File: src/rtl/bvh_leaf_writer_pkg.sv
// bvh_leaf_writer_pkg: shared record layout, sizes and FSM states for the leaf loader (RB set by BVH_LEAF_WRITER_AABB_EN)
package bvh_leaf_writer_pkg;
  localparam int BVH_LEAF_RECORD_WIDTH = 232;
  localparam int HDR_WIDTH = 16;
  localparam int MINX_LSB = 200;
  localparam int MINY_LSB = 168;
  localparam int MINZ_LSB = 136;
  localparam int MAXX_LSB = 104;
  localparam int MAXY_LSB = 72;
  localparam int MAXZ_LSB = 40;
  localparam int SPRIM_LSB = 8;
  localparam int NPRIM_LSB = 0;
`ifdef BVH_LEAF_WRITER_AABB_EN
  localparam int RB = 29;
`else
  localparam int RB = 5;
`endif
  localparam int ASM_W = RB * 8;
  typedef enum logic [2:0] {S_IDLE, S_HDR0, S_HDR1, S_DATA, S_DONE, S_ERR} lw_state_e;
endpackage

File: src/rtl/bvh_leaf_record_packer.sv
// bvh_leaf_record_packer: shifts MSB-first bytes into a record and flags the byte that completes it
module bvh_leaf_record_packer
  import bvh_leaf_writer_pkg::*;
(
  input  logic             clk,
  input  logic             reset,
  input  logic             clear,
  input  logic             accept,
  input  logic [7:0]       in_data,
  output logic             rec_valid,
  output logic [ASM_W-1:0] rec_data
);
  logic [ASM_W-1:0] asm_q;
  logic [15:0] bcnt;
  // rec_data is the record including the byte being accepted, so it is complete when rec_valid fires
  assign rec_data = {asm_q[ASM_W-9:0], in_data};
  assign rec_valid = accept && bcnt == 16'(RB - 1);
  // shift accepted bytes and wrap the byte counter at the record boundary
  always_ff @(posedge clk or posedge reset) begin
    if (reset) begin
      asm_q <= '0;
      bcnt <= '0;
    end else if (clear) begin
      bcnt <= '0;
    end else if (accept) begin
      asm_q <= rec_data;
      bcnt <= rec_valid ? 16'd0 : bcnt + 16'd1;
    end
  end
endmodule

File: src/rtl/bvh_leaf_writer.sv
// bvh_leaf_writer: loads leaf records from a host byte stream into leaf RAM (macro BVH_LEAF_WRITER_AABB_EN selects full AABB records)
module bvh_leaf_writer
  import bvh_leaf_writer_pkg::*;
#(
  parameter int ADDR_WIDTH = 10,
  parameter int DEPTH = 1024,
  parameter int MAX_PRIMS = 8
) (
  input  logic                             clk,
  input  logic                             reset,
  input  logic                             start,
  input  logic                             in_valid,
  input  logic [7:0]                       in_data,
  output logic                             in_ready,
  output logic                             wr_en,
  output logic [ADDR_WIDTH-1:0]            wr_addr,
  output logic [BVH_LEAF_RECORD_WIDTH-1:0] wr_data,
  output logic                             busy,
  output logic                             done,
  output logic                             error,
  output logic [HDR_WIDTH-1:0]             leaf_count
);
  localparam logic [HDR_WIDTH:0] DEP = (HDR_WIDTH + 1)'(DEPTH);
  localparam logic [7:0] MP = 8'(MAX_PRIMS);
  lw_state_e state_q, state_d;
  logic [7:0] hdr_lo;
  logic [HDR_WIDTH-1:0] rec_cnt, cnt;
  logic arm, acc, rec_valid, bad;
  logic [ASM_W-1:0] rec_data;
  assign busy = state_q == S_HDR0 || state_q == S_HDR1 || state_q == S_DATA;
  assign in_ready = busy;
  assign done = state_q == S_DONE;
  assign error = state_q == S_ERR;
  assign arm = start && (state_q == S_IDLE || state_q == S_DONE || state_q == S_ERR);
  assign acc = in_valid && in_ready;
  assign cnt = {in_data, hdr_lo};
  assign bad = in_data == 8'd0 || in_data > MP;
  bvh_leaf_record_packer u_packer (
    .clk(clk),
    .reset(reset),
    .clear(arm),
    .accept(acc && state_q == S_DATA),
    .in_data(in_data),
    .rec_valid(rec_valid),
    .rec_data(rec_data)
  );
  // state register
  always_ff @(posedge clk or posedge reset) begin
    if (reset) state_q <= S_IDLE;
    else state_q <= state_d;
  end
  // next state: header decode, primitive check and completion on the last scheduled write
  always_comb begin
    state_d = state_q;
    case (state_q)
      S_IDLE, S_DONE, S_ERR: if (start) state_d = S_HDR0;
      S_HDR0: if (in_valid) state_d = S_HDR1;
      S_HDR1: if (in_valid) state_d = cnt == '0 ? S_DONE : {1'b0, cnt} > DEP ? S_ERR : S_DATA;
      S_DATA: if (rec_valid) state_d = bad ? S_ERR : rec_cnt + 16'd1 == leaf_count ? S_DONE : S_DATA;
      default: state_d = S_IDLE;
    endcase
  end
  // header latch, record counter and the registered RAM write port
  always_ff @(posedge clk or posedge reset) begin
    if (reset) begin
      hdr_lo <= '0;
      leaf_count <= '0;
      rec_cnt <= '0;
      wr_en <= 1'b0;
      wr_addr <= '0;
      wr_data <= '0;
    end else begin
      wr_en <= 1'b0;
      if (arm) rec_cnt <= '0;
      if (state_q == S_HDR0 && in_valid) hdr_lo <= in_data;
      if (state_q == S_HDR1 && in_valid) leaf_count <= cnt;
      if (rec_valid && !bad) begin
        wr_en <= 1'b1;
        wr_data <= BVH_LEAF_RECORD_WIDTH'(rec_data);
        wr_addr <= rec_cnt[ADDR_WIDTH-1:0];
        rec_cnt <= rec_cnt + 16'd1;
      end
    end
  end
endmodule

File: config.mk
export PLATFORM = sky130hd
export DESIGN_NAME = bvh_leaf_writer
export DESIGN_NICKNAME = d
export VERILOG_FILES = /design/src/rtl/bvh_leaf_writer_pkg.sv /design/src/rtl/bvh_leaf_record_packer.sv /design/src/rtl/bvh_leaf_writer.sv
export SDC_FILE = /design/constraint.sdc
export NUM_CORES = 1
export LEC_CHECK = 0
export CORE_MARGIN = 2
export CORE_UTILIZATION = 50
export CTS_CLUSTER_DIAMETER = 120
export DETAILED_ROUTE_END_ITERATION = 16
export GPL_ROUTABILITY_DRIVEN = 0
export PLACE_DENSITY = 0.87
export SLEW_MARGIN = 25
export SYNTH_ARGS = -nofsm -noshare
export SYNTH_HDL_FRONTEND = slang
export SYNTH_SLANG_ARGS = --single-unit
File: constraint.sdc
create_clock -name clk -period 9.1 [get_ports clk]
set_input_delay 1.365 -clock clk [delete_from_list [all_inputs] [get_ports clk]]
set_output_delay 1.365 -clock clk [all_outputs]
set_load 0.1 [all_outputs]
==> results_tabular.tex, run 1 <==
\begin{tabular}{lr}
\hline
Metric & Value \\
\hline
\multicolumn{2}{l}{\textbf{STA}} \\
\quad Max Transition Viols Final & 0 \\
\quad Max\_slew headroom & 30.70\% \\
\quad Clock period minus worst slack & 4.203 ns \\
\quad Final worst slack & 4.897 ns \\
\quad Hold violation count in the final report & 0 \\
\quad Layout Skew & 0.01228 ns \\
\quad Fmax & 237.9 MHz \\
\quad Sum of negative setup slack & 0 ns \\
\quad Total setup violations reported at the end of the flow & 0 \\
\quad Post-route worst hold slack & 0.4637 ns \\
\quad Setup repair after global routing missed its margin & no \\
\quad Share of the clock period used by the worst path & 46.19\% \\
\quad Pin slew with the least headroom to its limit & 1.036 ns \\
\multicolumn{2}{l}{\textbf{Synthesis}} \\
\quad Synth Flop Type & sky130\_fd\_sc\_hd\_\_dfrtp\_1 \\
\quad Post-synthesis sequential area ratio & 44.85\% \\
\quad Number of flops mapped to enable cells by yosys & 0 \\
\quad Area leader, netlist & sky130\_fd\_sc\_hd\_\_dfrtp\_1 \\
\quad Mean cell area of the mapped netlist & 9.488 sq um \\
\quad Post-synthesis cell type count & 58 \\
\quad Area of the mapped netlist & 7923 sq um \\
\quad Area fraction of the dominant cell type after synthesis & 44.85\% \\
\quad Asr flop ratio synth & 100.0\% \\
\quad Total number of yosys warnings & 0 \\
\quad Number of cells produced by synthesis & 835 \\
\quad Top post-synthesis cells by count & 195 x sky130\_fd\_sc\_hd\_\_buf\_4, 169 x sky130\_fd\_sc\_hd\_\_nand2\_1, 142 x sky130\_fd\_sc\_hd\_\_dfrtp\_1 \\
\quad Number of synthesized register bits & 142 \\
\quad Most repeated cell in the gate-level netlist after synthesis & sky130\_fd\_sc\_hd\_\_buf\_4 \\
\quad Leading post-synthesis cells by cell area & sky130\_fd\_sc\_hd\_\_dfrtp\_1 45\%, sky130\_fd\_sc\_hd\_\_buf\_4 18\%, sky130\_fd\_sc\_hd\_\_nand2\_1 8.0\% \\
\multicolumn{2}{l}{\textbf{Power and ir drop}} \\
\quad Switching Fraction & 46.81\% \\
\quad Design internal power & 1.451 mW \\
\quad Reported leakage power & 4.226 nW \\
\quad Share of power burned in combinational logic & 40.6\% \\
\quad Ratio of total power to cell area & 309.9 nW/um\^{}2 \\
\quad Net switching component of the power & 1.276 mW \\
\quad Total power draw & 2.727 mW \\
\quad Part of the power in registers & 33.1\% \\
\quad Peak ir drop on the vdd network & 178.2 uV \\
\quad Part of the power in the clock network & 26.3\% \\
\multicolumn{2}{l}{\textbf{Floorplan}} \\
\quad Overall die area & 16870 sq um \\
\quad Die width & 129.9 um \\
\quad Initial cell density of the core & 50.61\% \\
\quad Standard cell core area & 15660 sq um \\
\quad Site Rows & 46 \\
\quad Vertical extent of the die & 129.9 um \\
\quad Top-Level Pins & 275 \\
\multicolumn{2}{l}{\textbf{Route}} \\
\quad Via density per instance & 4.943 \\
\quad Routed WL per cell & 14.28 um \\
\quad DRC violation total after the first TritonRoute iteration & 505 \\
\quad Number of routed nets with antenna violations & 0 \\
\quad Final Routed Wirelength & 16190 um \\
\quad DRC violations left & 0 \\
\quad Total via count in the routed design & 5605 \\
\quad Pre-antenna DRT Iters & 6 \\
\multicolumn{2}{l}{\textbf{Hold path}} \\
\quad Worst min path class & flop to flop \\
\quad Min-Delay Path Depth & 2 \\
\quad Worst Hold Launch & wr\_data[26] \\
\quad Worst Hold Endpoint & wr\_data[26] \\
\multicolumn{2}{l}{\textbf{CTS}} \\
\quad \# hold bufs at CTS & 0 \\
\quad Clock sink count & 142 \\
\quad Postcts setup bufs & 0 \\
\quad Clock Path Buffers & 2 \\
\quad Cell at the root of the clock tree & sky130\_fd\_sc\_hd\_\_clkbuf\_16 \\
\quad Clock buffers created by TritonCTS & 17 \\
\quad CTS H-tree depth & 4 \\
\quad Clock-pin transition on the worst setup and hold timing paths & 0.06 ns \\
\quad Post-cts repair resize count & 0 \\
\quad Clock latency at the later pin of the worst-skew pair & 0.43 ns \\
\quad CTS tree & done \\
\multicolumn{2}{l}{\textbf{Layout}} \\
\quad Number of filler cells placed in the layout & 1307 \\
\quad Layout overhead on the synthesized area & 11.07\% \\
\quad Post-route standard cell area excluding fillers & 8800 sq um \\
\quad Number of antenna cells inserted & 0 \\
\quad Final core utilization & 56.21\% \\
\quad Layout cell share with drive strength beyond 1 & 11.33\% \\
\quad Number of non-filler instances in the completed layout & 1134 \\
\quad Combined area of the multi-input logic cells & 3470 sq um \\
\quad Number of nets at the end of the flow & 921 \\
\quad Sequential standard cell area & 3553 sq um \\
\multicolumn{2}{l}{\textbf{Critical path}} \\
\quad Cell family contributing the most delay on the critical path & simple AND/OR/NAND/NOR gates \\
\quad Worst flop-to-flop path endpoint & rec\_cnt[11] \\
\quad Cells traversed along the worst timing path & clkdlybuf4s50\_1 -> nor2b\_1 -> nand3\_2 -> or3\_2 -> buf\_4 -> o41ai\_1 \\
\quad Element type at the critical path end & flop \\
\quad Delay of the slowest cell on the worst path & 0.78 ns \\
\quad Start of the worst register-to-register path & state\_q[2] \\
\quad Slowest cell on crit path & sky130\_fd\_sc\_hd\_\_nand3\_2 \\
\quad Required time of the critical path & 9.42 ns \\
\quad Largest driver fanout on the critical path & 73 \\
\quad Length in cells of the worst reg-to-reg path & 5 \\
\quad Flop2flop setup slack & 5.96 ns \\
\quad Critical Path AT & 4.52 ns \\
\quad Startpoint type of the worst setup path & input pin \\
\quad Critical path class & input pin to flop \\
\quad Critical path buffer and inverter count & 2 \\
\multicolumn{2}{l}{\textbf{Global routing}} \\
\quad Number of global-route vias before repair & 4952 \\
\quad Global-route wire length before repair & 24770 um \\
\quad Congestion Overflow GR & 0 \\
\quad All-layer global routing usage & 19.17\% \\
\quad Initial antenna violation count & 0 \\
\quad Largest net degree at the start of global routing & 74 \\
\multicolumn{2}{l}{\textbf{Place}} \\
\quad Instance count after placement with tap cells included & 1103 \\
\quad Placed wire-length estimate & 10990 um \\
\quad Number of port buffers & 82 \\
\quad Post-Place Setup Slack & 4.482 ns \\
\quad Placed cell area & 8194 sq um \\
\multicolumn{2}{l}{\textbf{Run status}} \\
\quad Run status & completed \\
\multicolumn{2}{l}{\textbf{Flow run}} \\
\quad Max-capacitance violation count & 0 \\
\hline
\end{tabular}
==> cell usage in the layout (no fill, tap or decap), types with 3 or more instances in the layout <==
master,instances
sky130_fd_sc_hd__a211oi_1,3
sky130_fd_sc_hd__a21oi_1,6
sky130_fd_sc_hd__a31oi_1,4
sky130_fd_sc_hd__and2_1,8
sky130_fd_sc_hd__and3_1,7
sky130_fd_sc_hd__buf_4,4
sky130_fd_sc_hd__bufinv_16,3
sky130_fd_sc_hd__clkbuf_16,17
sky130_fd_sc_hd__clkdlybuf4s50_1,82
sky130_fd_sc_hd__conb_1,192
sky130_fd_sc_hd__dfrtp_1,142
sky130_fd_sc_hd__ha_1,3
sky130_fd_sc_hd__inv_1,11
sky130_fd_sc_hd__inv_6,8
sky130_fd_sc_hd__mux2_2,55
sky130_fd_sc_hd__nand2_1,169
sky130_fd_sc_hd__nand2b_1,3
sky130_fd_sc_hd__nand3_1,17
sky130_fd_sc_hd__nand3_2,3
sky130_fd_sc_hd__nand4_1,6
sky130_fd_sc_hd__nor2_1,33
sky130_fd_sc_hd__nor2b_1,3
sky130_fd_sc_hd__nor3_1,5
sky130_fd_sc_hd__nor4_1,10
sky130_fd_sc_hd__o21ai_0,48
sky130_fd_sc_hd__o31ai_1,5
sky130_fd_sc_hd__xnor2_1,19
sky130_fd_sc_hd__xor2_1,8
==> metal layers <==
| layer | GRT usage (%) | routed length, um | vias up |
|---|---|---|---|
| li1 | - | - | 2542 |
| met1 | 23.53 | 6511 | 2735 |
| met2 | 30.64 | 7872 | 281 |
| met3 | 5.740 | 1220 | 47 |
| met4 | 10.18 | 584 | 0 |
| met5 | 0 | 0 | - |
==> area by class of cell <==
class | count | area share (%)
Sequential cell | 142 | 40.38
Multi-Input combinational cell | 647 | 39.43
Clock inverter | 13 | 2.005
Clock buffer | 18 | 4.877
Tap cell | 216 | 3.071
Inverter | 12 | 0.5687
Timing Repair Buffer | 86 | 9.669
==> worst min-delay path, delay by kind of cell (launching register included) <==
| kind | cells | cell delay [ns] |
|---|---|---|
| simple gates | 2 | 0.10 |
| flops | 1 | 0.34 |
==> worst max path at each step <==
stage | cells past startpoint | end | startpoint
floorplan | 1 | hdr_lo[0] | reset
global placement | 8 | rec_cnt[6] | in_valid
detailed placement | 6 | rec_cnt[11] | in_valid
CTS | 6 | rec_cnt[11] | in_valid
global route | 6 | rec_cnt[11] | in_valid
finish | 6 | rec_cnt[11] | in_valid
==> cell families (layout without fill, tap and decap cells) <==
kind of cell	after synthesis	after routing	share of synthesized area [%]
AND/OR/NAND/NOR	281	281	15.98
flip-flops	142	142	44.85
buffers and inverters	237	129	20.63
other	1	192	0.04733
XOR/XNOR	27	27	2.985
multiplexers	57	57	8.070
AO/OA/AOI/OAI	87	87	6.965
adder cells (fa/ha/maj)	3	3	0.4738
==> registers in the layout, summed over array words and instances, names as in the netlist <==
name,count
state_q,3
wr_en,1
rec_cnt,16
u_packer.asm_q,32
wr_addr,10
u_packer.bcnt,16
hdr_lo,8
wr_data,40
leaf_count,16
==> power by group through the flow <==
stage / logic [mW] / clock network [mW] / registers [mW]
after global routing: 1.15 / 0.754 / 0.915
after global placement: 1.08 / 0 / 0.898
final: 1.11 / 0.718 / 0.902
after detailed placement: 1.10 / 0 / 0.907
after CTS: 1.11 / 0.729 / 0.898
after floorplan: 0.771 / 0 / 1.10
Note: power is estimated with default switching activity, not from simulation.
==> run 2, diff against run 1 <==
--- a/config.mk
+++ b/config.mk
@@ -6,11 +6,11 @@
 export NUM_CORES = 1
 export LEC_CHECK = 0
 export CORE_MARGIN = 2
-export CORE_UTILIZATION = 50
+export CORE_UTILIZATION = 46
 export CTS_CLUSTER_DIAMETER = 120
 export DETAILED_ROUTE_END_ITERATION = 16
 export GPL_ROUTABILITY_DRIVEN = 0
-export PLACE_DENSITY = 0.87
+export PLACE_DENSITY = 0.81
 export SLEW_MARGIN = 25
 export SYNTH_ARGS = -nofsm -noshare
 export SYNTH_HDL_FRONTEND = slang
==> constraint.sdc (replaced) <==
create_clock -name clk -period 4.2 [get_ports clk]
set_input_delay 0.63 -clock clk [delete_from_list [all_inputs] [get_ports clk]]
set_output_delay 0.63 -clock clk [all_outputs]
set_load 0.1 [all_outputs]
==> run 2 against run 1 <==
Cell count grew 0.88%. Critical path type unchanged. Die area is 8.4% higher. Setup slack worse by 3.8 ns. Global-route usage fell by 0.91 points. Sequential cell count unchanged. First-iteration DRC count is 4.6% lower. Critical path depth grew 1. Clock skew up 0.0016 ns.
==> results_tabular.tex, run 2 (synthesis gave the netlist of run 1 again) <==
\begin{tabular}{lr}
\hline
Metric & Value \\
\hline
\multicolumn{2}{l}{\textbf{Run status}} \\
\quad Run status & completed (unchanged) \\
\multicolumn{2}{l}{\textbf{Floorplan}} \\
\quad Overall die area & 18290 sq um (was 16870 sq um) \\
\quad Site Rows & 47 (was 46) \\
\quad Top-Level Pins & 275 (unchanged) \\
\quad Vertical extent of the die & 135.2 um (was 129.9 um) \\
\quad Initial cell density of the core & 47.44\% (was 50.61\%) \\
\quad Standard cell core area & 16700 sq um (was 15660 sq um) \\
\quad Die width & 135.2 um (was 129.9 um) \\
\multicolumn{2}{l}{\textbf{Global routing}} \\
\quad Global-route wire length before repair & 25940 um (was 24770 um) \\
\quad All-layer global routing usage & 18.26\% (was 19.17\%) \\
\quad Congestion Overflow GR & 0 (unchanged) \\
\quad Largest net degree at the start of global routing & 81 (was 74) \\
\quad Number of global-route vias before repair & 4992 (was 4952) \\
\quad Initial antenna violation count & 0 (unchanged) \\
\multicolumn{2}{l}{\textbf{Route}} \\
\quad Routed WL per cell & 14.23 um (was 14.28 um) \\
\quad Final Routed Wirelength & 16280 um (was 16190 um) \\
\quad Via density per instance & 4.816 (was 4.943) \\
\quad Total via count in the routed design & 5509 (was 5605) \\
\quad Pre-antenna DRT Iters & 5 (was 6) \\
\quad Number of routed nets with antenna violations & 0 (unchanged) \\
\quad DRC violations left & 0 (unchanged) \\
\quad DRC violation total after the first TritonRoute iteration & 482 (was 505) \\
\multicolumn{2}{l}{\textbf{CTS}} \\
\quad Post-cts repair resize count & 0 (unchanged) \\
\quad Cell at the root of the clock tree & sky130\_fd\_sc\_hd\_\_clkbuf\_16 (unchanged) \\
\quad Clock Path Buffers & 2 (unchanged) \\
\quad Clock-pin transition on the worst setup and hold timing paths & 0.06 ns (about the same) \\
\quad \# hold bufs at CTS & 0 (unchanged) \\
\quad CTS tree & done (unchanged) \\
\quad Postcts setup bufs & 0 (unchanged) \\
\quad Clock buffers created by TritonCTS & 17 (unchanged) \\
\quad Clock latency at the later pin of the worst-skew pair & 0.43 ns (about the same) \\
\quad CTS H-tree depth & 4 (unchanged) \\
\quad Clock sink count & 142 (unchanged) \\
\multicolumn{2}{l}{\textbf{STA}} \\
\quad Share of the clock period used by the worst path & 74.27\% \\
\quad Clock period minus worst slack & 3.119 ns \\
\quad Max\_slew headroom & 29.19\% (was 30.70\%) \\
\quad Hold violation count in the final report & 0 (unchanged) \\
\quad Setup repair after global routing missed its margin & no (unchanged) \\
\quad Sum of negative setup slack & 0 ns (unchanged) \\
\quad Total setup violations reported at the end of the flow & 0 (unchanged) \\
\quad Layout Skew & 0.01390 ns (was 0.01228 ns) \\
\quad Max Transition Viols Final & 0 (unchanged) \\
\quad Fmax & 320.6 MHz \\
\quad Final worst slack & 1.081 ns (was 4.897 ns) \\
\quad Pin slew with the least headroom to its limit & 1.059 ns (was 1.036 ns) \\
\quad Post-route worst hold slack & 0.4666 ns (was 0.4637 ns) \\
\multicolumn{2}{l}{\textbf{Power and ir drop}} \\
\quad Part of the power in the clock network & 24.9\% (was 26.3\%) \\
\quad Share of power burned in combinational logic & 41.4\% (was 40.6\%) \\
\quad Ratio of total power to cell area & 657.7 nW/um\^{}2 (was 309.9 nW/um\^{}2) \\
\quad Reported leakage power & 4.227 nW (was 4.226 nW) \\
\quad Part of the power in registers & 33.7\% (was 33.1\%) \\
\quad Switching Fraction & 47.43\% (was 46.81\%) \\
\quad Peak ir drop on the vdd network & 464.7 uV (was 178.2 uV) \\
\quad Net switching component of the power & 2.749 mW (was 1.276 mW) \\
\quad Design internal power & 3.047 mW (was 1.451 mW) \\
\multicolumn{2}{l}{\textbf{Layout}} \\
\quad Number of nets at the end of the flow & 926 (was 921) \\
\quad Post-route standard cell area excluding fillers & 8813 sq um (was 8800 sq um) \\
\quad Number of flip-flops in the largest register & 40 (unchanged) \\
\quad Layout cell share with drive strength beyond 1 & 11.80\% (was 11.33\%) \\
\quad Largest regs & wr\_data (40), u\_packer.asm\_q (32) (unchanged) \\
\quad Most common cell after layout, fill and taps aside & sky130\_fd\_sc\_hd\_\_conb\_1 (unchanged) \\
\quad Number of antenna cells inserted & 0 (unchanged) \\
\quad Commonest non-fill, non-tap cells in the layout & 192 x sky130\_fd\_sc\_hd\_\_conb\_1, 169 x sky130\_fd\_sc\_hd\_\_nand2\_1, 142 x sky130\_fd\_sc\_hd\_\_dfrtp\_1 (unchanged) \\
\quad Top reg by flops & wr\_data (unchanged) \\
\quad Layout overhead on the synthesized area & 11.24\% (was 11.07\%) \\
\multicolumn{2}{l}{\textbf{Place}} \\
\quad Placed cell area & 8243 sq um (was 8194 sq um) \\
\quad Number of port buffers & 82 (unchanged) \\
\quad Placed wire-length estimate & 11690 um (was 10990 um) \\
\quad Post-Place Setup Slack & 0.6287 ns (was 4.482 ns) \\
\multicolumn{2}{l}{\textbf{Critical path}} \\
\quad Element type at the critical path end & flop (unchanged) \\
\quad Required time of the critical path & 4.49 ns (was 9.42 ns) \\
\quad Startpoint type of the worst setup path & input pin (unchanged) \\
\quad Critical path class & input pin to flop (unchanged) \\
\quad Critical Path AT & 3.41 ns (was 4.52 ns) \\
\quad Largest driver fanout on the critical path & 38 (was 73) \\
\multicolumn{2}{l}{\textbf{Hold path}} \\
\quad Worst min path class & flop to flop (unchanged) \\
\multicolumn{2}{l}{\textbf{Flow run}} \\
\quad Max-capacitance violation count & 0 (unchanged) \\
\hline
\end{tabular}
## run 2: changes by cell type in the layout (fill, tap and decap cells not counted)
cell                         change
sky130_fd_sc_hd__nor3_2          -1
sky130_fd_sc_hd__clkbuf_8        +1
sky130_fd_sc_hd__clkinvlp_4      +3
sky130_fd_sc_hd__nor3_1          +1
sky130_fd_sc_hd__inv_6           -2
sky130_fd_sc_hd__bufinv_16       -2
sky130_fd_sc_hd__buf_12          +1
sky130_fd_sc_hd__buf_4           +4
sky130_fd_sc_hd__clkinv_2        +1
## run 2: worst max-delay path: stages
cell and delay, ns:
sky130_fd_sc_hd__clkdlybuf4s50_1 0.47, sky130_fd_sc_hd__or4_1 0.56, sky130_fd_sc_hd__or3_4 0.43, sky130_fd_sc_hd__or3_2 0.74, sky130_fd_sc_hd__buf_4 0.38, sky130_fd_sc_hd__nand2_1 0.10
sky130_fd_sc_hd__o21ai_0 0.08
## run 2: through the flow
step | utilization [%] | cells | power [mW]
after CTS | 52.77 | 1144 | 5.828
after detailed placement | 49.36 | 1112 | 4.373
after floorplan | - | 1026 | 4.059
after global routing | 52.77 | 1144 | 6.038
final | 52.77 | 1144 | 5.797
after global placement | 49.36 | 1112 | 4.326
## run 2: power by group through the flow
stage	Clock [mW]	Combinational [mW]	Sequential [mW]
2_1_floorplan	0	1.67	2.39
3_3_place_gp	0	2.37	1.96
3_5_place_dp	0	2.40	1.97
4_1_cts	1.47	2.41	1.95
5_1_grt	1.54	2.51	1.99
6_report	1.45	2.40	1.95
## run 2: area by class of cell
cell class | count | area (sq um)
clock buffer | 19 | 442.9
clock inverter | 13 | 127.6
fill | 1486 | 7888
inverter | 12 | 48.80
multi-input combinational | 647 | 3465
sequential | 142 | 3553
tap | 220 | 275.3
timing repair buffer | 91 | 900.9
## run 2: worst paths after layout
check                      slack, ns  cells after the start             start                 end
max reg2reg                     1.41                      8  u_packer.bcnt[0]          wr_data[2]
max                             1.08                      7        in_data[4]          wr_data[2]
min                             0.47                      2        wr_data[0]          wr_data[0]
min reg2reg                     0.47                      2        wr_data[0]          wr_data[0]
max in group asynchronous       2.67                      3             reset   u_packer.asm_q[1]
min in group asynchronous       0.67                      2             reset  u_packer.asm_q[29]
## run 2: routing by layer
layer | up-vias | part of all wire [%] | wire [um] | GRT usage [%]
met3 | 35 | 6.2 | 1012 | 4.302
met5 | - | 0 | 0 | 0
met2 | 225 | 50 | 8158 | 29.44
met4 | 0 | 2.9 | 475 | 8.970
met1 | 2698 | 41 | 6633 | 23.17
li1 | 2551 | - | - | -
==> run 3, diff against run 2 <==
--- a/config.mk
+++ b/config.mk
@@ -6,11 +6,11 @@
 export NUM_CORES = 1
 export LEC_CHECK = 0
 export CORE_MARGIN = 2
-export CORE_UTILIZATION = 46
+export CORE_UTILIZATION = 42
 export CTS_CLUSTER_DIAMETER = 120
 export DETAILED_ROUTE_END_ITERATION = 16
 export GPL_ROUTABILITY_DRIVEN = 0
-export PLACE_DENSITY = 0.81
+export PLACE_DENSITY = 0.78
 export SLEW_MARGIN = 25
 export SYNTH_ARGS = -nofsm -noshare
 export SYNTH_HDL_FRONTEND = slang
==> constraint.sdc (replaced) <==
create_clock -name clk -period 2.6 [get_ports clk]
set_input_delay 0.39 -clock clk [delete_from_list [all_inputs] [get_ports clk]]
set_output_delay 0.39 -clock clk [all_outputs]
set_load 0.1 [all_outputs]
==> run 3 against run 2 <==
Setup slack got worse by 0.89 ns. Sequential power increased by 62%. Sequential cell count is the same. Wire length is 3.7% higher. First-iteration DRC count shrank 4.4%. Via count is 0.69% higher. Register-to-register slack worse by 1.2 ns. Cell count is 3.9% higher. Critical endpoint is now state_q[0]. Largest cell class unchanged. Highest routed layer unchanged.
==> results_tabular.tex, run 3 (synthesis gave the netlist of run 1 again) <==
\begin{tabular}{lr}
\hline
Metric & Value \\
\hline
\multicolumn{2}{l}{\textbf{Run status}} \\
\quad Run status & completed (unchanged) \\
\multicolumn{2}{l}{\textbf{Layout}} \\
\quad Number of flip-flops in the largest register & 40 (unchanged) \\
\quad Number of antenna cells inserted & 0 (unchanged) \\
\quad Number of nets at the end of the flow & 958 (was 926) \\
\quad Most common cell after layout, fill and taps aside & sky130\_fd\_sc\_hd\_\_conb\_1 (unchanged) \\
\quad Combined area of the multi-input logic cells & 3490 sq um (was 3465 sq um) \\
\quad Number of filler cells placed in the layout & 1689 (was 1486) \\
\quad Top reg by flops & wr\_data (unchanged) \\
\quad Layout overhead on the synthesized area & 12.86\% (was 11.24\%) \\
\quad Post-route standard cell area excluding fillers & 8941 sq um (was 8813 sq um) \\
\quad Largest regs & wr\_data (40), u\_packer.asm\_q (32) (unchanged) \\
\quad Sequential standard cell area & 3562 sq um (was 3553 sq um) \\
\quad Final core utilization & 48.12\% (was 52.77\%) \\
\quad Commonest non-fill, non-tap cells in the layout & 192 x sky130\_fd\_sc\_hd\_\_conb\_1, 169 x sky130\_fd\_sc\_hd\_\_nand2\_1, 135 x sky130\_fd\_sc\_hd\_\_dfrtp\_1 (was 192 x sky130\_fd\_sc\_hd\_\_conb\_1, 169 x sky130\_fd\_sc\_hd\_\_nand2\_1, 142 x sky130\_fd\_sc\_hd\_\_dfrtp\_1) \\
\quad Layout cell share with drive strength beyond 1 & 23.25\% (was 11.80\%) \\
\multicolumn{2}{l}{\textbf{Route}} \\
\quad Pre-antenna DRT Iters & 4 (was 5) \\
\quad DRC violations left & 0 (unchanged) \\
\quad Total via count in the routed design & 5547 (was 5509) \\
\quad Number of routed nets with antenna violations & 0 (unchanged) \\
\quad Final Routed Wirelength & 16890 um (was 16280 um) \\
\quad Routed WL per cell & 14.20 um (was 14.23 um) \\
\quad Via density per instance & 4.665 (was 4.816) \\
\quad DRC violation total after the first TritonRoute iteration & 461 (was 482) \\
\multicolumn{2}{l}{\textbf{Place}} \\
\quad Placed wire-length estimate & 12280 um (was 11690 um) \\
\quad Placed cell area & 8371 sq um (was 8243 sq um) \\
\quad Number of port buffers & 82 (unchanged) \\
\multicolumn{2}{l}{\textbf{Critical path}} \\
\quad Slowest cell on crit path & sky130\_fd\_sc\_hd\_\_or4\_1 (was sky130\_fd\_sc\_hd\_\_or3\_2) \\
\quad Critical path class & flop to flop (was input pin to flop) \\
\quad Required time of the critical path & 2.87 ns (was 4.49 ns) \\
\quad Startpoint type of the worst setup path & flop (was input pin) \\
\quad Cells traversed along the worst timing path & ha\_1 -> xnor2\_1 -> o211ai\_1 -> or4\_1 -> a2111o\_1 -> a2111oi\_4 -> a31oi\_1 (was clkdlybuf4s50\_1 -> or4\_1 -> or3\_4 -> or3\_2 -> buf\_4 -> nand2\_1 -> o21ai\_0) \\
\quad Critical Path AT & 2.69 ns (was 3.41 ns) \\
\quad Delay of the slowest cell on the worst path & 0.50 ns (was 0.74 ns) \\
\quad Element type at the critical path end & flop (unchanged) \\
\quad Largest driver fanout on the critical path & 3 (was 38) \\
\multicolumn{2}{l}{\textbf{Global routing}} \\
\quad Number of global-route vias before repair & 5145 (was 4992) \\
\quad Congestion Overflow GR & 0 (unchanged) \\
\quad Largest net degree at the start of global routing & 75 (was 81) \\
\quad Initial antenna violation count & 0 (unchanged) \\
\quad All-layer global routing usage & 17.05\% (was 18.26\%) \\
\quad Global-route wire length before repair & 27010 um (was 25940 um) \\
\multicolumn{2}{l}{\textbf{STA}} \\
\quad Max\_slew headroom & 59.17\% (was 29.19\%) \\
\quad Hold violation count in the final report & 0 (unchanged) \\
\quad Max Transition Viols Final & 0 (unchanged) \\
\quad Sum of negative setup slack & 0 ns (unchanged) \\
\quad Layout Skew & 0.01876 ns (was 0.01390 ns) \\
\quad Clock period minus worst slack & 2.413 ns \\
\quad Total setup violations reported at the end of the flow & 0 (unchanged) \\
\quad Fmax & 414.4 MHz \\
\quad Pin slew with the least headroom to its limit & 0.6068 ns (was 1.059 ns) \\
\quad Share of the clock period used by the worst path & 92.81\% \\
\multicolumn{2}{l}{\textbf{Flow run}} \\
\quad Max-capacitance violation count & 0 (unchanged) \\
\multicolumn{2}{l}{\textbf{CTS}} \\
\quad Clock sink count & 142 (unchanged) \\
\quad Clock Path Buffers & 2 (unchanged) \\
\quad Clock buffers created by TritonCTS & 17 (unchanged) \\
\quad Clock-pin transition on the worst setup and hold timing paths & 0.06 ns (about the same) \\
\quad Clock latency at the later pin of the worst-skew pair & 0.42 ns (was 0.43 ns) \\
\quad Cell at the root of the clock tree & sky130\_fd\_sc\_hd\_\_clkbuf\_16 (unchanged) \\
\quad CTS H-tree depth & 4 (unchanged) \\
\quad CTS tree & done (unchanged) \\
\quad \# hold bufs at CTS & 0 (unchanged) \\
\quad Postcts setup bufs & 0 (unchanged) \\
\quad Post-cts repair resize count & 0 (unchanged) \\
\multicolumn{2}{l}{\textbf{Hold path}} \\
\quad Worst min path class & input pin to async pin (was flop to flop) \\
\multicolumn{2}{l}{\textbf{Floorplan}} \\
\quad Standard cell core area & 18580 sq um (was 16700 sq um) \\
\quad Die width & 141.3 um (was 135.2 um) \\
\quad Vertical extent of the die & 141.3 um (was 135.2 um) \\
\quad Initial cell density of the core & 42.64\% (was 47.44\%) \\
\quad Top-Level Pins & 275 (unchanged) \\
\quad Overall die area & 19980 sq um (was 18290 sq um) \\
\quad Site Rows & 50 (was 47) \\
\multicolumn{2}{l}{\textbf{Power and ir drop}} \\
\quad Reported leakage power & 4.543 nW (was 4.227 nW) \\
\quad Ratio of total power to cell area & 1040 nW/um\^{}2 (was 657.7 nW/um\^{}2) \\
\quad Peak ir drop on the vdd network & 613.8 uV (was 464.7 uV) \\
\hline
\end{tabular}
[run 3: changes by cell type in the layout (fill, tap and decap cells not counted), sizes merged]
cell	previous run	this run
clkinv	3	6
inv	17	18
buf	9	112
clkinvlp	4	1
clkdlybuf4s50	82	11
bufinv	1	0
clkbuf	19	18
[run 3: power breakdown]
part           total, mW  internal, mW  leakage [nW]  switching (mW)
combinational       3.91         0.896          2.39            3.01
sequential          3.15          2.66          1.88           0.483
clock               2.25          1.27         0.276           0.981
[run 3: area by class of cell]
| cell class | instances | area share, % |
|---|---|---|
| tap | 234 | 3.275 |
| timing repair buffer | 123 | 11.20 |
| multi-input combinational | 647 | 39.03 |
| clock buffer | 18 | 4.912 |
| clock inverter | 13 | 1.203 |
| inverter | 12 | 0.5458 |
| sequential | 142 | 39.84 |
[run 3: final timing paths]
check | startpoint | end | slack (ns) | depth (start not counted)
worst max-delay path | rec_cnt[0] | state_q[0] | 0.19 | 7
worst min-delay path | reset | wr_data[32] | 0.43 | 3
worst max register to register | rec_cnt[0] | state_q[0] | 0.19 | 7
worst min register to register | wr_data[39] | wr_data[39] | 0.47 | 2
max in group asynchronous | reset | leaf_count[4] | 1.76 | 3
min in group clk | wr_data[39] | wr_data[39] | 0.47 | 2
[run 3: critical path: cells and delay by family, from the launching register on]
family,cells,cell delay (ns)
AO/OA/AOI/OAI,4,0.92
AND/OR/NAND/NOR,1,0.50
flip-flops,1,0.38
adder cells (fa/ha/maj),1,0.32
XOR/XNOR,1,0.14
[run 3: metrics by stage]
stage                     setup slack [ns]  power [mW]  cells  hold WS, ns
after floorplan                     0.1416       6.570   1026       0.4405
after global routing              -0.02490       9.694   1189       0.4559
after CTS                          0.03060       9.361   1189       0.4412
final                               0.1870       9.300   1189       0.4328
after global placement             -0.3374       7.010   1158       0.4509
after detailed placement           -0.3763       7.079   1158       0.4572
[run 3: routing by layer]
layer,GRT usage (%),wire length (um),vias to the layer above,share of wire [%]
met5,0,0,-,0
met1,22.57,7130,2706,42
met4,5.263,250,0,1.5
li1,-,-,2615,-
met2,27.75,8484,210,50
met3,4.286,1020,16,6.0
